===== src/rtl/hcsr04_echo_responder.sv =====
// HC-SR04 sensor emulator: validates a Trigger pulse, waits out the burst delay,
// then drives Echo for a time proportional to the programmed distance.
module hcsr04_echo_responder #(
    parameter int unsigned TICK_DIV    = 50,
    parameter int unsigned MIN_TRIG_US = 10,
    parameter int unsigned BURST_US    = 200,
    parameter int unsigned US_PER_CM   = 58,
    parameter int unsigned MIN_CM      = 2,
    parameter int unsigned MAX_CM      = 400,
    parameter int unsigned TIMEOUT_US  = 38000,
    parameter int unsigned HOLDOFF_US  = 60000
) (
    input  logic       clk,
    input  logic       rst,
    input  logic       trigger,
    input  logic [8:0] distance_cm,
    input  logic       obj_present,
    output logic       echo,
    output logic       busy,
    output logic       err_short,
    output logic [7:0] echo_count
);
    localparam int unsigned   PW         = (TICK_DIV > 1) ? $clog2(TICK_DIV) : 1;
    localparam logic [PW-1:0] PRESC_LAST = PW'(TICK_DIV - 1);
    localparam logic [15:0]   MIN_TRIG   = 16'(MIN_TRIG_US);
    localparam logic [15:0]   BURST_LAST = 16'(BURST_US - 1);
    localparam logic [15:0]   HOLD_LAST  = 16'(HOLDOFF_US - 1);
    localparam logic [15:0]   TIMEOUT    = 16'(TIMEOUT_US);
    localparam logic [15:0]   MIN_D      = 16'(MIN_CM);
    localparam logic [15:0]   MAX_D      = 16'(MAX_CM);
    localparam logic [15:0]   UPC        = 16'(US_PER_CM);

    typedef enum logic [2:0] {
        IDLE,
        TRIG_HIGH,
        BURST,
        ECHO,
        HOLDOFF
    } state_t;

    state_t        state, state_next;
    logic          trig_meta, trig_s, trig_prev;
    logic [PW-1:0] presc;
    logic [15:0]   us_cnt;
    logic [15:0]   echo_len, echo_len_next;
    logic [15:0]   dist_wide, dist_clamped;
    logic          tick, trig_rise, trig_fall, width_ok;
    logic          echo_d, busy_d, err_d, count_inc;

    always_comb begin
        tick      = (presc == PRESC_LAST);
        trig_rise = trig_s & ~trig_prev;
        trig_fall = ~trig_s & trig_prev;
        // The tick that lands on the fall-detect cycle still counts, so a
        // Trigger of exactly MIN_TRIG_US is accepted.
        width_ok  = (us_cnt >= MIN_TRIG) || (tick && (us_cnt == MIN_TRIG - 16'd1));
        dist_wide    = {7'd0, distance_cm};
        dist_clamped = (dist_wide < MIN_D) ? MIN_D : dist_wide;
        if (!obj_present || (dist_wide > MAX_D)) begin
            echo_len_next = TIMEOUT;
        end else begin
            echo_len_next = dist_clamped * UPC;
        end
    end

    always_ff @(posedge clk) begin
        if (!rst) begin
            state <= IDLE;
        end else begin
            state <= state_next;
        end
    end

    always_comb begin
        state_next = state;
        case (state)
            IDLE:      if (trig_rise) state_next = TRIG_HIGH;
            TRIG_HIGH: if (trig_fall) state_next = width_ok ? BURST : IDLE;
            BURST:     if (tick && (us_cnt == BURST_LAST)) state_next = ECHO;
            ECHO:      if (tick && (us_cnt == echo_len - 16'd1)) state_next = HOLDOFF;
            HOLDOFF:   if (tick && (us_cnt == HOLD_LAST)) state_next = IDLE;
            default:   state_next = IDLE;
        endcase
    end

    // Outputs are decoded from the next state and registered, so they line up with state.
    always_comb begin
        echo_d    = (state_next == ECHO);
        busy_d    = (state_next != IDLE);
        err_d     = (state == TRIG_HIGH) && trig_fall && !width_ok;
        count_inc = (state == ECHO) && (state_next == HOLDOFF);
    end

    always_ff @(posedge clk) begin
        if (!rst) begin
            trig_meta  <= 1'b0;
            trig_s     <= 1'b0;
            trig_prev  <= 1'b0;
            presc      <= '0;
            us_cnt     <= '0;
            echo_len   <= '0;
            echo       <= 1'b0;
            busy       <= 1'b0;
            err_short  <= 1'b0;
            echo_count <= '0;
        end else begin
            trig_meta <= trigger;
            trig_s    <= trig_meta;
            trig_prev <= trig_s;
            echo      <= echo_d;
            busy      <= busy_d;
            err_short <= err_d;
            if (count_inc) echo_count <= echo_count + 8'd1;
            if ((state == TRIG_HIGH) && (state_next == BURST)) echo_len <= echo_len_next;
            if (state_next != state) begin
                presc  <= '0;
                us_cnt <= '0;
            end else begin
                presc <= tick ? '0 : presc + PW'(1);
                if (tick && (state != IDLE) && !((state == TRIG_HIGH) && (us_cnt >= MIN_TRIG)))
                    us_cnt <= us_cnt + 16'd1;
            end
        end
    end
endmodule


===== config.mk =====
export PLATFORM = sky130hd
export DESIGN_NAME = hcsr04_echo_responder
export DESIGN_NICKNAME = d
export VERILOG_FILES = /design/src/rtl/hcsr04_echo_responder.sv
export SDC_FILE = /design/constraint.sdc
export NUM_CORES = 1
export LEC_CHECK = 0
export BUFFER_PORTS_ARGS = -buffer_cell sky130_fd_sc_hd__buf_2
export CAP_MARGIN = 30
export CORE_MARGIN = 8
export CORE_UTILIZATION = 45
export CTS_CLUSTER_DIAMETER = 100
export DETAILED_ROUTE_END_ITERATION = 8
export SLEW_MARGIN = 10
export SYNTH_ARGS = -nofsm -noshare
export SYNTH_HDL_FRONTEND = slang
export SYNTH_SLANG_ARGS = --single-unit

===== constraint.sdc =====
create_clock -name clk -period 9.1 [get_ports clk]
set_input_delay 1.82 -clock clk [delete_from_list [all_inputs] [get_ports clk]]
set_output_delay 1.82 -clock clk [all_outputs]
set_load 0.01 [all_outputs]

==> run_results.csv <==
group,metric,value,unit
route,ant_nets,0,
logic_synthesis,synth.area.top_cells,"dfxtp_1, ha_1, xnor2_1",
cells_and_area,area_growth,5.54,%
place,post_dp_cell_area,4460,um2
worst_setup_path,startpoint_type,"input pin",
worst_setup_path,worst_setup_path_end_kind,"flip-flop",
logic_synthesis,synth.distinct_cells,67,
clock_network,clk_pin_slew,0.11,ns
clock_network,htreeDepth,2,
die,chipWidth,114,um
route,finalWirelength,9250,um
global_route,antenna_found_initial,0,
worst_setup_path,worstPathMaxFanout,9,
place,place_congestion,0.800,
clock_network,cts_sinks,54,
cells_and_area,drive_above_1_share,0.116,
logic_synthesis,syn_area,4310,um2
logic_synthesis,async_reset_ff_frac,0,
clock_network,root_buffer,"clkbuf_8",
worst_setup_path,max_stage_delay,0.66,ns
run_status,outcome,"completed",
global_route,overflow,0,
power_and_ir_drop,p_per_area,125,nW/um2
sta,rsz0062_at_grt,"no",
cells_and_area,n_antenna_cell,0,
logic_synthesis,synth_seq_cells,54,
sta,final-hold-violation-count,0,
die,initial_core_util,0.464,
cells_and_area,layout_commonest_cell,"dfxtp_1",
clock_network,cts_hold_buf,0,
route,drc,0,
sta,fin_crit,5.99,ns
die,core,9280,um2
clock_network,cts_tree,"done",
logic_synthesis,synth_fp_nets,566,
logic_synthesis,synth_flop_cell,"dfxtp_1",
clock_network,clkLatencyLatePin,0.31,ns
route,vias,3522,
clock_network,cts_buffer_depth,2,
clock_network,cts-buffers-inserted,5,
sta,tightest_slew,0.876,ns
sta,fmax,167,MHz
worst_setup_path,arrival,6.19,ns
die,rows,35,
global_route,grt_pass1_vias,3446,
sta,setup_tns,0,ns
logic_synthesis,syn_area_per_cell,8.55,um2
cells_and_area,n_fill_cell,939,
worst_setup_path,cp_common_cell,"inv_1",
cells_and_area,nets,577,
cells_and_area,fin_area,4550,um2
die,dieHeight,114,um
place,dp_hpwl,7310,um
clock_network,postCtsSetupBuffers,0,
sta,fin_skew,0.00819,ns
worst_setup_path,path_class,"in2reg",
die,ioPinCount,24,
logic_synthesis,yosys_warnings,0,
route,wire_per_inst,14.3,um
sta,fin_crit_sh,0.658,
logic_synthesis,ys_seq_area_frac,0.251,
worst_setup_path,crit_slowest_cell,"a2111oi_0",
logic_synthesis,syn_inst,504,
power_and_ir_drop,p_leak,1.92,nW
die,fp.dieArea,13000,um2
cells_and_area,layout_common_cells,"dfxtp_1, inv_1, ha_1",
logic_synthesis,netlist.area_leader.share,0.251,
place,io_buffer_count,23,
global_route,gr-usage-all-layers,0.150,
sta,setup_viol,0,
global_route,grt_start_max_net_pins,37,
sta,finalMaxSlewViolations,0,
clock_network,cts_resized,0,
logic_synthesis,synth_area_leader_cell,"dfxtp_1",
route,viasPerCell,5.46,
logic_synthesis,synth-edff-count,0,
worst_hold_path,worstHoldPathType,"reg2reg",
route,dr.first_iter.drc_count,244,
run,max_cap_violations,0,
power_and_ir_drop,peakVddDrop,70.9,uV
route,first_pass_iters,4,
global_route,grt_pass1_wl,16300,um
worst_setup_path,cp_data_required_time,9.31,ns
sta,relSlewSlack,0.401,
worst_setup_path,crit_chain,"buf_2, or3_1, o41ai_1, nand2_1, nand2b_1, inv_1, fa_1, inv_1, ha_1, fa_1, ha_1, inv_1, o211ai_1, a2111oi_0, o311ai_0, xnor2_1, o21ai_1",
## Yosys cell counts (all sizes together) (4+ instances only)
cell type  instances
or3                4
a21oi             14
o21a               5
nor2b              4
dfxtp             54
fa                12
nand2             35
a22oi              6
nor2              28
inv               52
ha                37
o21ai             18
and3               7
xor2              13
nand3             13
nor4              23
clkbuf            11
or4               10
buf               13
and2               9
nand2b            10
xnor2             32
nand4             11
nor3              29
mux2i              8
## worst max-delay path: cells and delay by family
kind | cells | cell delay (ns)
XOR/XNOR | 1 | 0.20
AO/OA/AOI/OAI | 5 | 1.41
AND/OR/NAND/NOR | 3 | 0.87
adder cells (fa/ha/maj) | 4 | 1.58
buffers and inverters | 4 | 0.30
## registers in the layout (all words and copies together) (netlist names)
register    flops
echo            1
presc           6
err_short       1
busy            1
trig_s          1
state           3
echo_count      8
echo_len       15
trig_prev       1
us_cnt         16
trig_meta       1
## through the flow
step	util	total power (W)	hold slack, ns	cells	setup WS, ns
floorplan	-	0.000398	0.412	504	3.36
global placement	0.480	0.000432	0.415	637	2.90
detailed placement	0.480	0.000435	0.424	637	2.75
CTS	0.490	0.000576	0.451	645	3.05
global route	0.490	0.000613	0.476	645	2.70
finish	0.490	0.000567	0.446	645	3.11
## path summary, 6_finish.rpt
path,from,slack (ns),cells past startpoint,to
setup reg to reg,echo_len[1],6.20,9,echo_count[0]
hold reg to reg,trig_meta,0.45,1,trig_s
setup / recovery,distance_cm[2],3.11,17,echo_len[13]
hold / removal,trig_meta,0.45,1,trig_s
## cells by family after synthesis
| kind of cell | Yosys count | synth area share |
|---|---|---|
| buffers and inverters | 76 | 0.0836 |
| AOI/OAI and AO/OA | 74 | 0.130 |
| and+or+nand+nor | 198 | 0.263 |
| muxes | 8 | 0.0186 |
| adders and majority gates | 49 | 0.163 |
| xor gates and xnor gates | 45 | 0.0914 |
| DFF | 54 | 0.251 |
## per-layer routing
metal,global-route usage,vias to the layer above,share of wire
met4,0.0435,0,0.012
met3,0.0264,12,0.037
met1,0.191,1664,0.48
met2,0.251,52,0.48
li1,-,1794,-
met5,0,-,0
## cell type report
type / instances / area [um2] / area share
well taps: 129 / 161 / 0.0355
clock inverters: 3 / 21.3 / 0.00468
repair buffers: 28 / 153 / 0.0336
inverters: 52 / 195 / 0.0429
multi-input cells: 374 / 2870 / 0.631
flip-flops and latches: 54 / 1080 / 0.238
clock buffers: 5 / 68.8 / 0.0151
## power breakdown
part / internal [W] / switching (W) / total (W)
Combinational: 0.0000806 / 0.000107 / 0.000188
Sequential: 0.000238 / 0.00000203 / 0.000240
Clock: 0.0000544 / 0.0000846 / 0.000139
Total: 0.000373 / 0.000194 / 0.000567
No activity file was read; power rests on OpenSTA's default activity.
